**src/rtl/fetch_pkg.sv**
```systemverilog
// rtl/fetch_pkg.sv - shared constants and per-cycle action encoding for the fetch stage
package fetch_pkg;

   localparam logic [31:0] FETCH_NOP_INSTR = 32'h0000_0013;

   typedef enum logic [1:0] {
      ACT_ISSUE    = 2'd0,
      ACT_HOLD     = 2'd1,
      ACT_REDIRECT = 2'd2
   } fetch_act_e;

endpackage

```
**src/rtl/fetch_if.sv**
```systemverilog
// rtl/fetch_if.sv - fetch bundle: execute redirect, decode stall, instruction BRAM port, decode input
interface fetch_if #(
   parameter int W = 14
);
   logic          f_stall;
   logic          redirect_valid;
   logic [W-1:0]  redirect_pc;
   logic          imem_en;
   logic [W-1:0]  imem_addr;
   logic [31:0]   imem_rdata;
   logic [W-1:0]  D_pc;
   logic [31:0]   instr_code;
   logic          D_valid;

   modport master (
      input  f_stall, redirect_valid, redirect_pc, imem_rdata,
      output imem_en, imem_addr, D_pc, instr_code, D_valid
   );

   modport slave (
      output f_stall, redirect_valid, redirect_pc, imem_rdata,
      input  imem_en, imem_addr, D_pc, instr_code, D_valid
   );
endinterface

```
**src/rtl/fetch_skid_reg.sv**
```systemverilog
// rtl/fetch_skid_reg.sv - captures the presented BRAM word when decode stalls and muxes it onto instr_code
module fetch_skid_reg
   import fetch_pkg::*;
#(
   parameter logic [31:0] NOP_INSTR = FETCH_NOP_INSTR
) (
   input  logic        clk,
   input  logic        rst_n,
   input  logic        i_hold,
   input  logic        i_rd_pending,
   input  logic [31:0] i_rdata,
   output logic        o_valid,
   output logic [31:0] o_instr
);
   logic        r_full;
   logic [31:0] r_instr;

   // Capture only on the first hold cycle; BRAM output is not trusted once imem_en drops.
   always_ff @(posedge clk or negedge rst_n) begin
      if (!rst_n) begin
         r_full  <= 1'b0;
         r_instr <= '0;
      end else if (i_hold) begin
         if (!r_full) begin
            r_instr <= i_rdata;
            r_full  <= 1'b1;
         end
      end else begin
         r_full <= 1'b0;
      end
   end

   assign o_valid = r_full | i_rd_pending;
   assign o_instr = r_full ? r_instr : (i_rd_pending ? i_rdata : NOP_INSTR);
endmodule

```
**src/rtl/fetch.sv**
```systemverilog
// rtl/fetch.sv - instruction fetch: drives a 1-cycle BRAM, presents one instruction per cycle to decode
module fetch
   import fetch_pkg::*;
#(
   parameter int                          INSTR_ADDR_WIDTH = 14,
   parameter logic [INSTR_ADDR_WIDTH-1:0] RESET_PC         = '0,
   parameter logic [31:0]                 NOP_INSTR        = FETCH_NOP_INSTR
) (
   input  logic     clk,
   input  logic     rst_n,
   fetch_if.master  bus
);
   localparam int W = INSTR_ADDR_WIDTH;
   localparam logic [W-1:0] PC_ONE = {{(W-1){1'b0}}, 1'b1};

   logic [W-1:0] r_f_pc;
   logic [W-1:0] r_d_pc;
   logic         r_rd_pending;
   logic         w_valid;
   logic         w_hold;
   fetch_act_e   w_act;

   fetch_skid_reg #(.NOP_INSTR(NOP_INSTR)) u_skid (
      .clk          (clk),
      .rst_n        (rst_n),
      .i_hold       (w_act == ACT_HOLD),
      .i_rd_pending (r_rd_pending),
      .i_rdata      (bus.imem_rdata),
      .o_valid      (w_valid),
      .o_instr      (bus.instr_code)
   );

   // An empty decode slot never blocks issue, so a stall only holds while something is presented.
   assign w_hold = w_valid & bus.f_stall & ~bus.redirect_valid;

   always_comb begin
      w_act = ACT_ISSUE;
      if (bus.redirect_valid) w_act = ACT_REDIRECT;
      else if (w_hold)        w_act = ACT_HOLD;
   end

   assign bus.imem_addr = bus.redirect_valid ? bus.redirect_pc : r_f_pc;
   assign bus.imem_en   = rst_n & ~w_hold;
   assign bus.D_pc      = r_d_pc;
   assign bus.D_valid   = w_valid;

   always_ff @(posedge clk or negedge rst_n) begin
      if (!rst_n) begin
         r_f_pc       <= RESET_PC;
         r_d_pc       <= '0;
         r_rd_pending <= 1'b0;
      end else begin
         case (w_act)
            ACT_REDIRECT: begin
               r_f_pc       <= bus.redirect_pc + PC_ONE;
               r_d_pc       <= bus.redirect_pc;
               r_rd_pending <= 1'b1;
            end
            ACT_HOLD: begin
               r_rd_pending <= 1'b0;
            end
            default: begin
               r_d_pc       <= r_f_pc;
               r_f_pc       <= r_f_pc + PC_ONE;
               r_rd_pending <= 1'b1;
            end
         endcase
      end
   end
endmodule

```
**src/flat_wrapper.sv**
```systemverilog
// flat-port wrapper written by rule: the top's interface ports become plain ports
module fetch_flat import fetch_pkg::*;
#(
   parameter int                          INSTR_ADDR_WIDTH = 14,
   parameter logic [INSTR_ADDR_WIDTH-1:0] RESET_PC         = '0,
   parameter logic [31:0]                 NOP_INSTR        = FETCH_NOP_INSTR
)
  (clk, rst_n, bus_f_stall, bus_redirect_valid, bus_redirect_pc, bus_imem_rdata, bus_imem_en, bus_imem_addr, bus_D_pc, bus_instr_code, bus_D_valid);
  fetch_if #(.W((14))) bus_i ();
  input  logic clk;
  input  logic rst_n;
  input wire logic [$bits(bus_i.f_stall)-1:0] bus_f_stall;
  input wire logic [$bits(bus_i.redirect_valid)-1:0] bus_redirect_valid;
  input wire logic [$bits(bus_i.redirect_pc)-1:0] bus_redirect_pc;
  input wire logic [$bits(bus_i.imem_rdata)-1:0] bus_imem_rdata;
  output wire logic [$bits(bus_i.imem_en)-1:0] bus_imem_en;
  output wire logic [$bits(bus_i.imem_addr)-1:0] bus_imem_addr;
  output wire logic [$bits(bus_i.D_pc)-1:0] bus_D_pc;
  output wire logic [$bits(bus_i.instr_code)-1:0] bus_instr_code;
  output wire logic [$bits(bus_i.D_valid)-1:0] bus_D_valid;
  assign bus_i.f_stall = bus_f_stall;
  assign bus_i.redirect_valid = bus_redirect_valid;
  assign bus_i.redirect_pc = bus_redirect_pc;
  assign bus_i.imem_rdata = bus_imem_rdata;
  assign bus_imem_en = bus_i.imem_en;
  assign bus_imem_addr = bus_i.imem_addr;
  assign bus_D_pc = bus_i.D_pc;
  assign bus_instr_code = bus_i.instr_code;
  assign bus_D_valid = bus_i.D_valid;
  fetch #(.INSTR_ADDR_WIDTH(INSTR_ADDR_WIDTH), .RESET_PC(RESET_PC), .NOP_INSTR(NOP_INSTR)) u_core (.clk(clk), .rst_n(rst_n), .bus(bus_i));
endmodule
```
**config.mk**
```make
export PLATFORM = sky130hd
export DESIGN_NAME = fetch_flat
export DESIGN_NICKNAME = d
export VERILOG_FILES = /design/src/rtl/fetch_pkg.sv /design/src/rtl/fetch_if.sv /design/src/rtl/fetch_skid_reg.sv /design/src/rtl/fetch.sv /design/src/flat_wrapper.sv
export SDC_FILE = /design/constraint.sdc
export NUM_CORES = 1
export LEC_CHECK = 0
export ABC_AREA = 1
export CORE_MARGIN = 5
export CORE_UTILIZATION = 47
export CTS_CLUSTER_SIZE = 25
export DETAILED_ROUTE_END_ITERATION = 8
export PLACE_DENSITY = 0.9
export SLEW_MARGIN = 0
export SYNTH_ARGS = -nofsm -noshare
export SYNTH_HDL_FRONTEND = slang
export SYNTH_HIERARCHICAL = 1
export SYNTH_SLANG_ARGS = --single-unit
```
**constraint.sdc**
```tcl
create_clock -name clk -period 2 [get_ports clk]
set_input_delay 0.4 -clock clk [delete_from_list [all_inputs] [get_ports clk]]
set_output_delay 0.4 -clock clk [all_outputs]
set_load 0.03 [all_outputs]
```
==> results.yml <==
run_status:
  status: "complete, no violations"
sta:
  clock.fmax_mhz: 525
  drv_slew: 0
  setup_viol: 0
  layout_setup_ws_ns: 0.0941
  finClkSkew_ns: 0.00783
  finalCritPeriodShare_pct: 95.3
  worst_pin_slew_ns: 0.772
  rsz0062_at_grt: "no"
  fin_crit_ns: 1.91
  holdWs_ns: 0.260
  hold_viol: 0
  setup_tns_ns: 0
  slew_headroom_pct: 48.6
routing:
  initialDrtViolationCount: 207
  routed-via-count: 3695
  routed_wl_microns: 10300
  viasPerCell: 5.28
  drt_first_pass_iters: 5
  final_antenna_net_count: 0
  drc: 0
  wl_per_cell_microns: 14.7
clocking:
  cts_root_buf: "clkbuf_8"
  cts_buffer_depth: 2
  insertion_delay_ns: 0.33
  cts_max_level: 3
  clk_pin_slew_worst_paths_ns: 0.07
  cts.sinks: 62
  postCtsSetupRepairBufs: 0
  cts_tree: "yes"
  numCtsBuffers: 9
global_routing:
  busiest_layer: "met2"
  antenna_found_initial: 0
  use_met1_pct: 27.1
  grt_max_degree: 63
  grt_pass1_vias: 3578
  met3_usage_pct: 6.26
  use_met2_pct: 35.7
  grt_pass1_wl_microns: 17000
  track_usage_pct: 21.4
  grt.overflow.total: 0
layout:
  fillers: 554
  nNetsFinal: 647
  syn_to_final_growth_pct: 42.3
  drive_gt1_share_pct: 24.1
  antenna_cells: 0
  post-route-util_pct: 68.8
floorplan:
  die_w_microns: 96.6
  die_h_microns: 96.6
  initial_utilization_pct: 48.4
  dieArea_sq_um: 9330
  core_region_area_sq_um: 7290
  io_pins: 112
  num_rows: 31
yosys:
  yosys.cell_types.count: 29
  synth.area.top_cells: "dfrtp_1 44%, nand2_1 20%, nand3_1 12%"
  synth_warnings: 6
  yosysTopAreaCell: "dfrtp_1"
  synth_area_sq_um: 3530
  ys_seq_area_share_pct: 44.0
  syn-num-nets: 517
  synth_seq_cells: 62
  syn_area_per_cell_sq_um: 7.57
  netlist_instances: 466
  synthDominantCellAreaShare_pct: 44.0
worst_setup_path:
  max_stage_delay_ns: 0.42
  critPathSlowestCell: "dfrtp_1"
  crit_buf_inv: 1
  r2r-start: "u_core/u_skid/r_full$_DFF_PN0_"
  critPathRequiredTime_ns: 1.60
  crit_chain: "or2_2 -> nand2_2 -> nor2_4 -> nor2_4 -> buf_4"
  worstPathArrival_ns: 1.51
  crit_path_start_kind: "register"
  crit_cells: 5
  crit_end: "bus_imem_en"
  crit_top_cell: "nor2_4"
  reg2regPathDepth: 8
  crit_path_start: "u_core/u_skid/r_full$_DFF_PN0_"
  reg2reg_to: "u_core/u_skid/r_instr[4]$_DFFE_PN0P_"
  worst_path_dominant_cell_family: "simple AND/OR/NAND/NOR gates"
  cp-end-kind: "primary output"
  path_class: "register to primary output"
  cp_max_fo: 10
  rrSetupSlack_ns: 0.27
placement:
  globalplace.congestion: 0.852
  io_buffers: 111
  place.detailed.hpwl_microns: 7450
  pre_cts_ws_ns: -0.115
pwr:
  ir_drop_mv: 0.502
  p_leak_nw: 2.57
  power_mw: 4.23
  power_density_nw_per_um2: 843
worst_hold_path:
  hp-class: "input port to asynchronous set/reset pin"
job:
  cap_violations: 0
worst register-to-register path: stages (launching register included):
cell and delay (ns):
dfrtp_1 0.42, or2_2 0.32, nand2_2 0.12, nor2_4 0.08
buf_4 0.15, nand2_2 0.05, buf_4 0.30, nand2_1 0.14
nand2_1 0.09
layout make-up:
class	count	area, sq um	area share, %
tap	99	124	2.47
clock buffer	13	169	3.37
inverter	14	60.1	1.20
sequential	62	1550	30.9
clock inverter	3	65.1	1.30
multi-input combinational	359	1690	33.7
timing repair buffer	150	1360	27.0
kinds of logic (layout without fill, tap and decap cells):
family	count (synthesis)	in the layout	share of synthesized area (%)
buffers and inverters	45	180	8.48
AOI/OAI and AO/OA	18	18	3.12
and+or+nand+nor	339	339	43.8
xor gates and xnor gates	1	1	0.248
DFF	62	62	44.0
adders and majority gates	1	1	0.355
synth_stat cells (all sizes together):
cell and count:
o21bai 1, nand4 5, nand3 83, a31oi 2, clkbuf 4, nor2 31
dfrtp 62, o221ai 1, a21oi 3, xnor2 1, o211ai 3, or2 1
buf 27, inv 14, o21ai 8, ha 1, nand2 219
metal layers:
layer	vias to the layer above	wire [microns]
met3	16	1060
met1	1717	4170
met5	-	0
met2	213	4920
li1	1749	-
met4	0	131
through the flow:
stage,instances,instance area [sq um]
finish,700,5020
global route,700,5020
CTS,700,5010
detailed placement,684,4780
global placement,684,4780
floorplan,466,3530
what timing repair did:
item,4_1_cts,5_1_grt
resized for setup,3,1
setup endpoints to repair,5,4
hold buffers,0,0
registers in the layout (all words and copies together), names as in the netlist:
register / flops
u_core/u_skid/r_instr: 32
u_core/bus.D_pc: 14
u_core/r_f_pc: 14
u_core/r_rd_pending: 1
u_core/u_skid/r_full: 1
placed cells by master (no fill, tap or decap):
master,netlist,routed
a21oi_1,3,3
a31oi_1,2,2
buf_12,1,6
buf_2,12,1
buf_4,4,80
buf_6,10,1
bufinv_16,0,2
clkbuf_1,3,1
clkbuf_8,0,12
clkdlybuf4s50_1,0,61
clkinv_2,0,1
dfrtp_1,62,62
dlygate4sd2_1,0,1
ha_1,1,1
inv_1,11,11
inv_2,1,1
inv_4,1,1
inv_6,1,1
nand2_1,192,190
nand2_2,16,18
nand2_4,11,11
nand3_1,82,82
nand3_2,1,1
nand4_1,5,5
nor2_1,25,24
nor2_2,4,3
nor2_4,2,4
o211ai_1,3,3
o21ai_0,8,8
o21bai_2,1,1
o221ai_1,1,1
or2_2,1,1
xnor2_1,1,1
worst min path at each step:
stage	from	to	slack, ns	depth (start not counted)
floorplan	rst_n	u_core/bus.D_pc[0]$_DFFE_PN0N_	0.10	0
global placement	u_core/u_skid/r_instr[4]$_DFFE_PN0P_	u_core/u_skid/r_instr[4]$_DFFE_PN0P_	0.45	2
detailed placement	u_core/u_skid/r_instr[11]$_DFFE_PN0P_	u_core/u_skid/r_instr[11]$_DFFE_PN0P_	0.46	2
CTS	rst_n	u_core/u_skid/r_instr[21]$_DFFE_PN0P_	0.28	2
global route	rst_n	u_core/u_skid/r_instr[22]$_DFFE_PN0P_	0.32	2
finish	rst_n	u_core/u_skid/r_instr[22]$_DFFE_PN0P_	0.26	2
power breakdown:
part / internal (mW) / switching [mW]
Sequential: 1.46 / 0.117
Combinational: 0.555 / 0.823
Clock: 0.803 / 0.477
(Power assumes the default switching activity.)
